--- src/rtl/fifo_pkg.sv ---
// Shared definitions for the fifo_sync read-side controller.
package fifo_pkg;

  localparam int DEFAULT_DATA_WIDTH = 8;

  typedef enum logic [1:0] {
    ST_IDLE = 2'd0,
    ST_RUN  = 2'd1,
    ST_STOP = 2'd2
  } state_e;

  // Words owed to the output buffer: those already held plus any read in flight.
  function automatic logic [1:0] occupancy(input logic [1:0] cnt, input logic inflight);
    return cnt + {1'b0, inflight};
  endfunction

endpackage

--- src/rtl/fifo_sync_reader_if.sv ---
// FIFO-side and stream-side signals of the reader, with the reader as master.
// Handshake: a word transfers in any cycle where m_valid_o and m_ready_i are both high;
// once m_valid_o is high, m_data_o/m_last_o hold until that transfer happens.
interface fifo_sync_reader_if
  import fifo_pkg::*;
#(
  parameter int DATA_WIDTH = DEFAULT_DATA_WIDTH
);
  logic [DATA_WIDTH-1:0] fifo_data_i;
  logic                  fifo_empty_i;
  logic                  fifo_r_en_o;
  logic [DATA_WIDTH-1:0] m_data_o;
  logic                  m_valid_o;
  logic                  m_ready_i;
  logic                  m_last_o;

  modport master (
    input  fifo_data_i, fifo_empty_i, m_ready_i,
    output fifo_r_en_o, m_data_o, m_valid_o, m_last_o
  );

  modport slave (
    output fifo_data_i, fifo_empty_i, m_ready_i,
    input  fifo_r_en_o, m_data_o, m_valid_o, m_last_o
  );
endinterface

--- src/rtl/fifo_reader_buf.sv ---
// Two-entry in-order skid buffer; the head register drives the output word directly.
module fifo_reader_buf
  import fifo_pkg::*;
#(
  parameter int DATA_WIDTH = DEFAULT_DATA_WIDTH
) (
  input  logic                  clk_i,
  input  logic                  resetn_i,
  input  logic                  push_i,
  input  logic [DATA_WIDTH-1:0] push_data_i,
  input  logic                  pop_i,
  output logic [DATA_WIDTH-1:0] head_o,
  output logic [1:0]            cnt_o
);

  logic [DATA_WIDTH-1:0] head_q, head_d;
  logic [DATA_WIDTH-1:0] tail_q, tail_d;
  logic [1:0]            cnt_q, cnt_d;

  always_comb begin
    head_d = head_q;
    tail_d = tail_q;
    cnt_d  = cnt_q;
    unique case (cnt_q)
      2'd0: begin
        if (push_i) begin
          head_d = push_data_i;
          cnt_d  = 2'd1;
        end
      end
      2'd1: begin
        if (push_i && pop_i) begin
          head_d = push_data_i;
        end else if (push_i) begin
          tail_d = push_data_i;
          cnt_d  = 2'd2;
        end else if (pop_i) begin
          cnt_d = 2'd0;
        end
      end
      default: begin
        // Full: a push can only arrive together with a pop, so the tail shifts up.
        if (pop_i) begin
          head_d = tail_q;
          if (push_i) begin
            tail_d = push_data_i;
          end else begin
            cnt_d = 2'd1;
          end
        end
      end
    endcase
  end

  always_ff @(posedge clk_i or negedge resetn_i) begin
    if (!resetn_i) begin
      head_q <= '0;
      tail_q <= '0;
      cnt_q  <= 2'd0;
    end else begin
      head_q <= head_d;
      tail_q <= tail_d;
      cnt_q  <= cnt_d;
    end
  end

  assign head_o = head_q;
  assign cnt_o  = cnt_q;

endmodule

--- src/rtl/fifo_sync_reader.sv ---
// Read-side controller for fifo_sync: issues reads, hides the one-cycle read latency
// and presents a valid/ready stream with a per-burst last marker.
module fifo_sync_reader
  import fifo_pkg::*;
#(
  parameter int DATA_WIDTH = DEFAULT_DATA_WIDTH,
  parameter int BURST_LEN  = 4,
  parameter int CNT_BITS   = 16
) (
  input  logic                clk_i,
  input  logic                resetn_i,
  input  logic                enable_i,
  fifo_sync_reader_if.master  bus,
  output logic                busy_o,
  output logic [CNT_BITS-1:0] rd_count_o,
  output state_e              dbg_state_o
);

  localparam int                BEAT_W    = (BURST_LEN > 1) ? $clog2(BURST_LEN) : 1;
  localparam logic [BEAT_W-1:0] BEAT_LAST = BEAT_W'(BURST_LEN - 1);

  state_e              state_q, state_d;
  logic                inflight_q;
  logic [BEAT_W-1:0]   beat_q, beat_d;
  logic [CNT_BITS-1:0] rd_count_q, rd_count_d;

  logic [1:0]            buf_cnt;
  logic [1:0]            occ;
  logic [DATA_WIDTH-1:0] head;
  logic                  m_valid;
  logic                  pop;
  logic                  issue;

  fifo_reader_buf #(
    .DATA_WIDTH (DATA_WIDTH)
  ) u_buf (
    .clk_i       (clk_i),
    .resetn_i    (resetn_i),
    .push_i      (inflight_q),
    .push_data_i (bus.fifo_data_i),
    .pop_i       (pop),
    .head_o      (head),
    .cnt_o       (buf_cnt)
  );

  assign m_valid = (buf_cnt != 2'd0);
  assign pop     = m_valid && bus.m_ready_i;
  assign occ     = occupancy(buf_cnt, inflight_q);

  // A full buffer may still accept a new read when a word leaves this same cycle.
  assign issue = (state_q == ST_RUN) && !bus.fifo_empty_i &&
                 ((occ < 2'd2) || ((occ == 2'd2) && pop));

  always_comb begin
    state_d = state_q;
    unique case (state_q)
      ST_IDLE: if (enable_i) state_d = ST_RUN;
      ST_RUN:  if (!enable_i) state_d = ST_STOP;
      ST_STOP: begin
        if (enable_i) begin
          state_d = ST_RUN;
        end else if (!inflight_q && (buf_cnt == 2'd0)) begin
          state_d = ST_IDLE;
        end
      end
      default: state_d = ST_IDLE;
    endcase
  end

  always_comb begin
    beat_d     = beat_q;
    rd_count_d = rd_count_q;
    if (pop) begin
      beat_d     = (beat_q == BEAT_LAST) ? '0 : beat_q + BEAT_W'(1);
      rd_count_d = rd_count_q + CNT_BITS'(1);
    end
  end

  always_ff @(posedge clk_i or negedge resetn_i) begin
    if (!resetn_i) begin
      state_q    <= ST_IDLE;
      inflight_q <= 1'b0;
      beat_q     <= '0;
      rd_count_q <= '0;
    end else begin
      state_q    <= state_d;
      inflight_q <= issue;
      beat_q     <= beat_d;
      rd_count_q <= rd_count_d;
    end
  end

  assign bus.fifo_r_en_o = issue;
  assign bus.m_data_o    = head;
  assign bus.m_valid_o   = m_valid;
  assign bus.m_last_o    = m_valid && (beat_q == BEAT_LAST);

  assign busy_o      = (state_q != ST_IDLE) || inflight_q || (buf_cnt != 2'd0);
  assign rd_count_o  = rd_count_q;
  assign dbg_state_o = state_q;

endmodule

--- src/flat_wrapper.sv ---
// flat-port wrapper written by rule: the top's interface ports become plain ports
module fifo_sync_reader_flat import fifo_pkg::*;
#(
  parameter int DATA_WIDTH = DEFAULT_DATA_WIDTH,
  parameter int BURST_LEN  = 4,
  parameter int CNT_BITS   = 16
)
  (clk_i, resetn_i, enable_i, busy_o, rd_count_o, dbg_state_o, bus_fifo_data_i, bus_fifo_empty_i, bus_m_ready_i, bus_fifo_r_en_o, bus_m_data_o, bus_m_valid_o, bus_m_last_o);
  fifo_sync_reader_if #(.DATA_WIDTH(DATA_WIDTH)) bus_i ();
  input  logic clk_i;
  input  logic resetn_i;
  input  logic enable_i;
  output logic busy_o;
  output logic [CNT_BITS-1:0] rd_count_o;
  output state_e dbg_state_o;
  input wire logic [$bits(bus_i.fifo_data_i)-1:0] bus_fifo_data_i;
  input wire logic [$bits(bus_i.fifo_empty_i)-1:0] bus_fifo_empty_i;
  input wire logic [$bits(bus_i.m_ready_i)-1:0] bus_m_ready_i;
  output wire logic [$bits(bus_i.fifo_r_en_o)-1:0] bus_fifo_r_en_o;
  output wire logic [$bits(bus_i.m_data_o)-1:0] bus_m_data_o;
  output wire logic [$bits(bus_i.m_valid_o)-1:0] bus_m_valid_o;
  output wire logic [$bits(bus_i.m_last_o)-1:0] bus_m_last_o;
  assign bus_i.fifo_data_i = bus_fifo_data_i;
  assign bus_i.fifo_empty_i = bus_fifo_empty_i;
  assign bus_i.m_ready_i = bus_m_ready_i;
  assign bus_fifo_r_en_o = bus_i.fifo_r_en_o;
  assign bus_m_data_o = bus_i.m_data_o;
  assign bus_m_valid_o = bus_i.m_valid_o;
  assign bus_m_last_o = bus_i.m_last_o;
  fifo_sync_reader #(.DATA_WIDTH(DATA_WIDTH), .BURST_LEN(BURST_LEN), .CNT_BITS(CNT_BITS)) u_core (.clk_i(clk_i), .resetn_i(resetn_i), .enable_i(enable_i), .bus(bus_i), .busy_o(busy_o), .rd_count_o(rd_count_o), .dbg_state_o(dbg_state_o));
endmodule
--- config.mk ---
export PLATFORM = sky130hd
export DESIGN_NAME = fifo_sync_reader_flat
export DESIGN_NICKNAME = d
export VERILOG_FILES = /design/src/rtl/fifo_pkg.sv /design/src/rtl/fifo_sync_reader_if.sv /design/src/rtl/fifo_reader_buf.sv /design/src/rtl/fifo_sync_reader.sv /design/src/flat_wrapper.sv
export SDC_FILE = /design/constraint.sdc
export NUM_CORES = 1
export LEC_CHECK = 0
export ABC_CLOCK_PERIOD_IN_PS = 3500
export CAP_MARGIN = 10
export CORE_MARGIN = 1
export CORE_UTILIZATION = 30
export CTS_CLUSTER_DIAMETER = 40
export CTS_CLUSTER_SIZE = 25
export DETAILED_ROUTE_END_ITERATION = 6
export PLACE_DENSITY_LB_ADDON = 0.25
export SYNTH_ARGS = -nofsm -noshare
export SYNTH_HDL_FRONTEND = slang
export SYNTH_HIERARCHICAL = 1
export SYNTH_SLANG_ARGS = --single-unit
--- constraint.sdc ---
create_clock -name clk_i -period 3.5 [get_ports clk_i]
set_clock_uncertainty 0.1 [all_clocks]
set_input_delay 0.525 -clock clk_i [delete_from_list [all_inputs] [get_ports clk_i]]
set_output_delay 0.525 -clock clk_i [all_outputs]
set_load 0.1 [all_outputs]
==> flow_summary.toml, run 1 <==
[critical_path]
path_class = "flop to primary output"
crit_fanout = 24
critPathLaunchType = "flop"
cp.required_ns = 2.87
crit_path_end_kind = "primary output"
cp.arrival_ns = 2.09
r2r_slack_ns = 1.19

[clock_tree]
clockBufferDepth = 2
numClockSinks = 39
insertion_delay_ns = 0.29
cts_hold_buf = 0
cts_setup_buffers = 0
cts_tree = "built"
htree_levels = 2
post_cts_resized = 0
cts_buffers = 5
clock-root-buffer = "clkbuf_8"
clkTransAtPathRegs_ns = 0.08

[detailed_routing]
drc = 3
drt_iter0_markers = 74
dr.pass1.iters = 7
vias = 1479
ant_nets = 0
routedWlPerCell_microns = 14.1
routed_wl_mm = 4.23
viasPerCell = 4.93

[cells_and_area]
fillers = 630
areaGrowthSynthToFinish_pct = 26.1
final_cells = 300
final_util_pct = 39.9
drive_gt1_share_pct = 22.0
final_nets = 238
num_antenna_cells = 0

[yosys]
synth_area_sq_mm = 0.00205
synthArstFlopShare_pct = 100
syn_inst = 180
syn_avg_cell_area_sq_um = 11.4
synth_cell_types = 46
ys_seq_area_share_pct = 47.5
syn-num-nets = 196
ys_ff_latch = 39
yosys_most_used_dff = "dfrtp_1"
yosysWarnings = 6
synth_edf_count = 0

[timing]
finalSetupViolations = 0
tns_ns = 0
fmax_ghz = 0.369
finalCritPeriodShare_pct = 77.5
slew_headroom_pct = 35.1
worst_slew_pin_slew_ns = 0.971
slew_violations = 0
hold_viol = 0
rsz0062_at_grt = "no"
period_minus_slack_ns = 2.71

[placement]
place_hpwl_mm = 2.91
io_buffers = 42
place.gp.congestion = 0.701
placed_cells = 292

[floorplanning]
io_pins = 43
row_count = 29
core_sq_mm = 0.00649
die_w_microns = 84.7
initial_utilization_pct = 31.6
die_area_sq_mm = 0.00718
die_h_microns = 84.7

[job]
drv_cap = 0

[grt]
grt_max_degree = 40
grt_pass1_wl_mm = 7.11
grt_usage_pct = 12.7
antenna_found_initial = 0
grt_pass1_vias = 1404
overflow = 0

[pwr]
power.density_mw_per_mm2 = 980
ir_worst_vdd_v = 0.000339
leakage_uw = 0.00109

[outcome]
violations = "DRC"
status = "finished with violations"

[min_path]
worstHoldPathType = "input port to async pin"
through the flow:
stage / total power (uW) / instance area (sq um) / setup WS, ns / hold WS (ns)
floorplan: 1960 / 2060 / 0.538 / 0.129
global placement: 2240 / 2500 / 0.987 / 0.359
detailed placement: 2260 / 2500 / 0.984 / 0.368
CTS: 2570 / 2590 / 0.763 / 0.284
global route: 2680 / 2590 / 0.631 / 0.327
finish: 2540 / 2590 / 0.787 / 0.247
synth_stat cells (2+ instances only):
cell      instances  area share [%]
mux2_2            8             4.4
a21oi_1           8             2.0
o21ai_0           3            0.73
nand4b_1          7             3.0
nand4_1           2            0.61
and3_1            3            0.91
nor2b_1           3            0.91
o22ai_1           8             2.4
nor2_1            5            0.91
o211ai_1          8             2.9
buf_6             2             1.1
or2_2             9             2.7
nor3_1            2            0.49
xnor2_1          14             6.0
nand2b_1          2            0.61
buf_2             3            0.73
dfrtp_1          39              48
nand2_1          10             1.8
mux2_4            8             5.9
xor2_1            2            0.85
ha_1              3             1.8
nand3_1           7             1.7
metal layers:
| metal | up-vias | routed length (microns) | track usage (%) |
|---|---|---|---|
| li1 | 742 | - | - |
| met4 | 0 | 58 | 4.78 |
| met5 | - | 0 | 0 |
| met2 | 41 | 1830 | 18.7 |
| met3 | 4 | 197 | 3.34 |
| met1 | 692 | 2150 | 17.9 |
cell type report:
| class | instances | area (sq um) | area share [%] |
|---|---|---|---|
| clock buffers | 5 | 68.8 | 2.66 |
| clock inverters | 3 | 15.0 | 0.580 |
| inverters | 3 | 13.8 | 0.532 |
| multi-input cells | 130 | 1010 | 39.0 |
| flip-flops and latches | 39 | 976 | 37.7 |
| well taps | 77 | 96.3 | 3.72 |
| repair buffers | 43 | 410 | 15.9 |
registers in the layout, summed over array words and instances (netlist names):
name and flops:
u_core/u_buf/cnt_o 2, u_core/beat_q 2, u_core/rd_count_o 16, u_core/dbg_state_o 2
u_core/u_buf/head_o 8, u_core/u_buf/tail_q 8, u_core/inflight_q 1
final timing paths:
kind / start / endpoint / cells past startpoint
max: u_core/inflight_q / bus_fifo_r_en_o / 5
min: resetn_i / u_core/rd_count_o[7] / 1
max reg2reg: u_core/u_buf/cnt_o[1] / u_core/u_buf/tail_q[7] / 5
min reg2reg: u_core/rd_count_o[15] / u_core/rd_count_o[15] / 1
max in group asynchronous: resetn_i / u_core/u_buf/head_o[7] / 1
min in group clk_i: u_core/rd_count_o[15] / u_core/rd_count_o[15] / 1
cell families (layout without fill, tap and decap cells):
kind of cell | after synthesis | count (layout) | share of synthesized area, %
flip-flops | 39 | 39 | 47.5
AO/OA/AOI/OAI | 34 | 34 | 11.3
buffers and inverters | 11 | 54 | 3.59
XOR/XNOR | 16 | 16 | 6.83
multiplexers | 17 | 17 | 10.7
AND/OR/NAND/NOR | 60 | 60 | 18.2
adder cells (fa/ha/maj) | 3 | 3 | 1.83
report_power, final:
group / internal [uW] / switching (uW)
Combinational: 472 / 1010
Clock: 136 / 158
Sequential: 592 / 168
placed cells by master, fill, tap and decap left out, types with 3 or more instances in the layout:
cell type and n:
ha_1 3, dfrtp_1 39, nand3_1 7, nand4b_1 7, nor2b_1 3, clkbuf_8 5, mux2_4 8, xnor2_1 14
o21ai_0 3, clkdlybuf4s50_1 36, or2_2 9, mux2_2 8, o211ai_1 8, clkinv_2 3, o22ai_1 8, a21oi_1 8
nor2_1 5, and3_1 3, nand2_1 10, buf_4 6
critical path, stage by stage (launching register included):
cell	delay, ns
dfrtp_1	0.78
ha_1	0.34
nor2_1	0.10
nor2_1	0.07
nor3_2	0.19
buf_4	0.32
Note: power is estimated with default switching activity, not from simulation.
==> run 2: changes to the inputs <==
--- a/config.mk
+++ b/config.mk
@@ -5,7 +5,7 @@
 export SDC_FILE = /design/constraint.sdc
 export NUM_CORES = 1
 export LEC_CHECK = 0
-export ABC_CLOCK_PERIOD_IN_PS = 3500
+export ABC_CLOCK_PERIOD_IN_PS = 2400
 export CAP_MARGIN = 10
 export CORE_MARGIN = 1
 export CORE_UTILIZATION = 30
==> constraint.sdc (replaced) <==
create_clock -name clk_i -period 2.4 [get_ports clk_i]
set_clock_uncertainty 0.1 [all_clocks]
set_input_delay 0.36 -clock clk_i [delete_from_list [all_inputs] [get_ports clk_i]]
set_output_delay 0.36 -clock clk_i [all_outputs]
set_load 0.1 [all_outputs]
==> run 2 against run 1 <==
The flow finishes with violations (DRC, hold timing). Largest cell class unchanged. Sequential power is 42% higher. Clock power is 41% higher. Core utilization is 0.71 points higher. Critical endpoint is now busy_o. Highest routed layer unchanged. Register-to-register slack worse by 0.72 ns. Die area stayed put.
==> flow_summary.toml, run 2 (synthesis results as in run 1) <==
[outcome]
violations = "DRC, hold timing"
status = "finished with violations"

[critical_path]
crit_path_end_kind = "primary output"
crit_family = "simple AND/OR/NAND/NOR gates"
critPathLaunchType = "flop"
path_class = "flop to primary output"
cp.required_ns = 1.94
slowest_stage = "dfrtp_2"
max_stage_delay_ns = 0.49
path_buf_inv = 1
cp.arrival_ns = 1.82
path_cells = "or2_2, or4_1, buf_12"
crit_fanout = 9

[timing]
slew_headroom_pct = 58.3
hold_ws_ns = -0.0115
tns_ns = 0
hold_viol = 25
slew_violations = 0
post-route-worst-setup-slack_ns = 0.118
worst_slew_pin_slew_ns = 0.626
finalSetupViolations = 0
period_minus_slack_ns = 2.28
fmax_ghz = 0.438
rsz0062_at_grt = "no"
finalCritPeriodShare_pct = 95.1

[pwr]
switching_share_pct = 51.8
p_int_uw = 1820
clockPowerShare_pct = 11.0
power_frac_comb_pct = 60.5
seq_power_share_pct = 28.5
power.switching_uw = 1960
leakage_uw = 0.00117
ir_worst_vdd_v = 0.000732
power.density_mw_per_mm2 = 1430

[detailed_routing]
drt_iter0_markers = 86
ant_nets = 0
dr.pass1.iters = 7
viasPerCell = 4.98
routed_wl_mm = 4.30
vias = 1529
drc = 2
routedWlPerCell_microns = 14.0

[grt]
antenna_found_initial = 0
overflow = 0
grt_usage_pct = 13.2
grt_max_degree = 29
grt_pass1_wl_mm = 7.34
grt_pass1_vias = 1476

[floorplanning]
row_count = 29
core_sq_mm = 0.00649
die_w_microns = 84.7
io_pins = 43
die_area_sq_mm = 0.00718
initial_utilization_pct = 31.6
die_h_microns = 84.7

[cells_and_area]
fillers = 645
num_antenna_cells = 0
drive_gt1_share_pct = 35.2
largest_reg_flops = 16
final_nets = 245
final_util_pct = 40.6
layout.cells.most_common = "dfrtp_1"
layout_common_cells = "dfrtp_1 (37), buf_4 (34), xnor2_1 (14)"
areaGrowthSynthToFinish_pct = 28.3
final_cells = 307

[clock_tree]
htree_levels = 2
clock-root-buffer = "clkbuf_8"
cts_tree = "built"
cts_buffers = 5
cts_hold_buf = 0
clockBufferDepth = 2
insertion_delay_ns = 0.29
clkTransAtPathRegs_ns = 0.07
numClockSinks = 39
post_cts_resized = 0
cts_setup_buffers = 0

[placement]
place.gp.congestion = 0.738
place_hpwl_mm = 2.98
io_buffers = 42
placed_cells = 299
place_ws_ns = 0.281

[min_path]
worstHoldPathType = "input port to async pin"

[job]
drv_cap = 0
[run 2: path summary, 6_finish.rpt]
path / endpoint / slack, ns / startpoint / cells after the start
max: busy_o / 0.12 / u_core/u_buf/cnt_o[0] / 3
min: u_core/inflight_q / -0.01 / resetn_i / 1
max reg2reg: u_core/u_buf/tail_q[3] / 0.47 / u_core/u_buf/cnt_o[0] / 5
min reg2reg: u_core/rd_count_o[15] / 0.37 / u_core/rd_count_o[15] / 1
max in group asynchronous: u_core/rd_count_o[14] / 1.67 / resetn_i / 2
min in group clk_i: u_core/rd_count_o[15] / 0.37 / u_core/rd_count_o[15] / 1
[run 2: power groups by stage]
stage | Sequential [uW] | Clock (uW) | Combinational, uW
3_5_place_dp | 1090 | 0 | 2290
6_report | 1080 | 416 | 2290
2_1_floorplan | 1880 | 0 | 980
5_1_grt | 1120 | 474 | 2400
3_3_place_gp | 1080 | 0 | 2280
4_1_cts | 1080 | 444 | 2300
[run 2: area by class of cell]
cell class                      count  area [sq um]  area share, %
Clock buffer                        7          76.3           2.90
Clock inverter                      1          5.00          0.190
Inverter                            3          13.8          0.522
Multi-Input combinational cell    130          1010           38.5
Sequential cell                    39           978           37.1
Tap cell                           77          96.3           3.66
Timing Repair Buffer               50           450           17.1
[run 2: stage by stage]
step,cell area (sq um),hold WS [ns],power (uW)
final,2640,-0.0115,3780
after global routing,2640,0.0376,3990
after CTS,2630,0.00718,3820
after detailed placement,2550,0.332,3380
after global placement,2550,0.335,3370
after floorplan,2070,-0.0356,2860
[run 2: layer usage]
metal	track usage, %	vias up	part of all wire, %
li1	-	752	-
met1	17.9	733	49
met2	19.7	38	44
met3	3.24	6	4.0
met4	6.47	0	2.1
met5	0	-	0
[run 2: worst reg2reg max path, stage by stage, from the launching register on]
cell and delay, ns:
dfrtp_2 0.49, o21ai_4 0.36, inv_4 0.17, nand3b_1 0.40, o22ai_1 0.22, a21oi_1 0.09
==> run 3: changes to the inputs <==
--- a/config.mk
+++ b/config.mk
@@ -7,11 +7,11 @@
 export LEC_CHECK = 0
 export ABC_CLOCK_PERIOD_IN_PS = 2400
 export CAP_MARGIN = 10
-export CORE_MARGIN = 1
 export CORE_UTILIZATION = 30
 export CTS_CLUSTER_DIAMETER = 40
 export CTS_CLUSTER_SIZE = 25
 export DETAILED_ROUTE_END_ITERATION = 6
+export GPL_TIMING_DRIVEN = 0
 export PLACE_DENSITY_LB_ADDON = 0.25
 export SYNTH_ARGS = -nofsm -noshare
 export SYNTH_HDL_FRONTEND = slang
==> run 3 against run 2 <==
The run now ends clean. Core utilization increased by 1.3 points. Worst hold slack better by 0.30 ns. Maximum frequency fell by 3.4%. Power is 2.7% higher. Clock-buffer cell count decreased by 2. Register-to-register slack barely moved. Largest cell class unchanged.
==> flow_summary.toml, run 3 (synthesis results as in run 1) <==
[outcome]
status = "finished clean"

[detailed_routing]
wl_met2_mm = 1.96
routed_wl_mm = 4.31
met3WireLength_microns = 167
dr.pass1.iters = 6
routedWlPerCell_microns = 14.0
drt_iter0_markers = 21
highest_layer = "met4"
drc = 0
viasPerCell = 5.00
ant_nets = 0
vias = 1545
wl_met1_mm = 2.11

[timing]
slew_violations = 0
finalSetupViolations = 0
fmax_ghz = 0.423
hold_viol = 0
slew_headroom_pct = 34.9
period_minus_slack_ns = 2.36
rsz0062_at_grt = "no"
finalCritPeriodShare_pct = 98.4
hold_ws_ns = 0.287
tns_ns = 0
worst_slew_pin_slew_ns = 0.974

[cells_and_area]
areaGrowthSynthToFinish_pct = 32.5
seq_area_sq_um = 977
final_nets = 247
fillers = 619
layout.cells.most_common = "dfrtp_1"
largest_reg_flops = 16
num_antenna_cells = 0
layout_common_cells = "dfrtp_1 (38), clkdlybuf4s50_1 (32), xnor2_1 (14)"
multi_input_area_sq_mm = 0.00101
final_util_pct = 41.9
final_cells = 309
drive_gt1_share_pct = 24.1

[critical_path]
max_stage_delay_ns = 1.17
cp.arrival_ns = 1.90
path_cells = "clkdlybuf4s50_1"
crit_family = "buffers and inverters"
critPathLaunchType = "flop"
r2r_slack_ns = 0.46
slowest_stage = "clkdlybuf4s50_1"
crit_path_end_kind = "primary output"
path_class = "flop to primary output"
reg2reg_from = "u_core/u_buf/cnt_o[0]"
crit_fanout = 5
timing.rr.end = "u_core/u_buf/tail_q[7]"
path_buf_inv = 1
cp.required_ns = 1.94
reg2reg_depth = 6

[pwr]
total_power_uw = 3880
power.density_mw_per_mm2 = 1430
ir_worst_vdd_v = 0.000519
leakage_uw = 0.00122

[grt]
grt_pass1_vias = 1497
grt_usage_pct = 12.9
antenna_found_initial = 0
overflow = 0
grt_pass1_wl_mm = 7.20
grt_max_degree = 39

[floorplanning]
die_area_sq_mm = 0.00718
initial_utilization_pct = 31.6
row_count = 29
die_h_microns = 84.7
core_sq_mm = 0.00649
die_w_microns = 84.7
io_pins = 43

[clock_tree]
numClockSinks = 39
clock-root-buffer = "clkbuf_8"
cts_setup_buffers = 0
cts_tree = "built"
clockBufferDepth = 2
cts_buffers = 5
insertion_delay_ns = 0.29
htree_levels = 2
clkTransAtPathRegs_ns = 0.08

[placement]
place_hpwl_mm = 2.93
placed_cells = 300
place.gp.congestion = 0.682
io_buffers = 42

[job]
drv_cap = 0

[min_path]
worstHoldPathType = "input port to async pin"
==> run 3: cell count changes in the layout (fill, tap and decap cells not counted), moves of 2 or more <==
cell	change
buf_12	-3
buf_4	-33
buf_2	+3
dlymetal6s2s_1	+4
buf_6	+2
clkdlybuf4s50_1	+21
clkbuf_2	+2
==> run 3: routing by layer <==
| metal | vias to the layer above | track usage (%) |
|---|---|---|
| met5 | - | 0 |
| met4 | 0 | 5.08 |
| met3 | 5 | 3.24 |
| met2 | 36 | 20.1 |
| met1 | 735 | 17.1 |
| li1 | 769 | - |
==> run 3: what timing repair did <==
action,4_1_cts,5_1_grt
hold buffers,1,0
gates resized for setup,16,7
endpoints found under the hold margin,39,0
gates cloned,0,0
setup endpoints to repair,5,6
==> run 3: area by class of cell <==
cell class	instances	area share (%)
clock buffer	5	2.53
clock inverter	3	1.61
buffer	8	2.21
tap	77	3.54
timing repair buffer	44	16.4
multi-input combinational	130	37.3
inverter	3	0.506
sequential	39	35.9
==> run 3: report_power, final <==
group,internal (uW),leakage [uW],switching [uW]
combinational,730,0.000653,1520
sequential,864,0.000508,216
clock,310,0.0000581,238
==> run 3: how the worst max path moves through the flow <==
| stage | startpoint | endpoint | slack [ns] | cells past startpoint |
|---|---|---|---|---|
| 6_report | u_core/rd_count_o[2] | rd_count_o[2] | 0.04 | 1 |
| 5_1_grt | u_core/rd_count_o[2] | rd_count_o[2] | 0.003 | 1 |
| 4_1_cts | u_core/u_buf/cnt_o[0] | bus_m_valid_o | 0.007 | 2 |
| 3_5_place_dp | bus_m_ready_i | bus_fifo_r_en_o | -0.63 | 6 |
| 3_3_place_gp | bus_m_ready_i | bus_fifo_r_en_o | -0.64 | 6 |
| 2_1_floorplan | u_core/dbg_state_o[1] | bus_fifo_r_en_o | 0.006 | 2 |
==> run 3: per-stage QoR <==
step                      setup WS (ns)  cell area [sq um]
after CTS                       0.00701               2710
after global placement           -0.641               2580
final                            0.0379               2720
after floorplan                 0.00616               2070
after global routing            0.00299               2720
after detailed placement         -0.629               2600
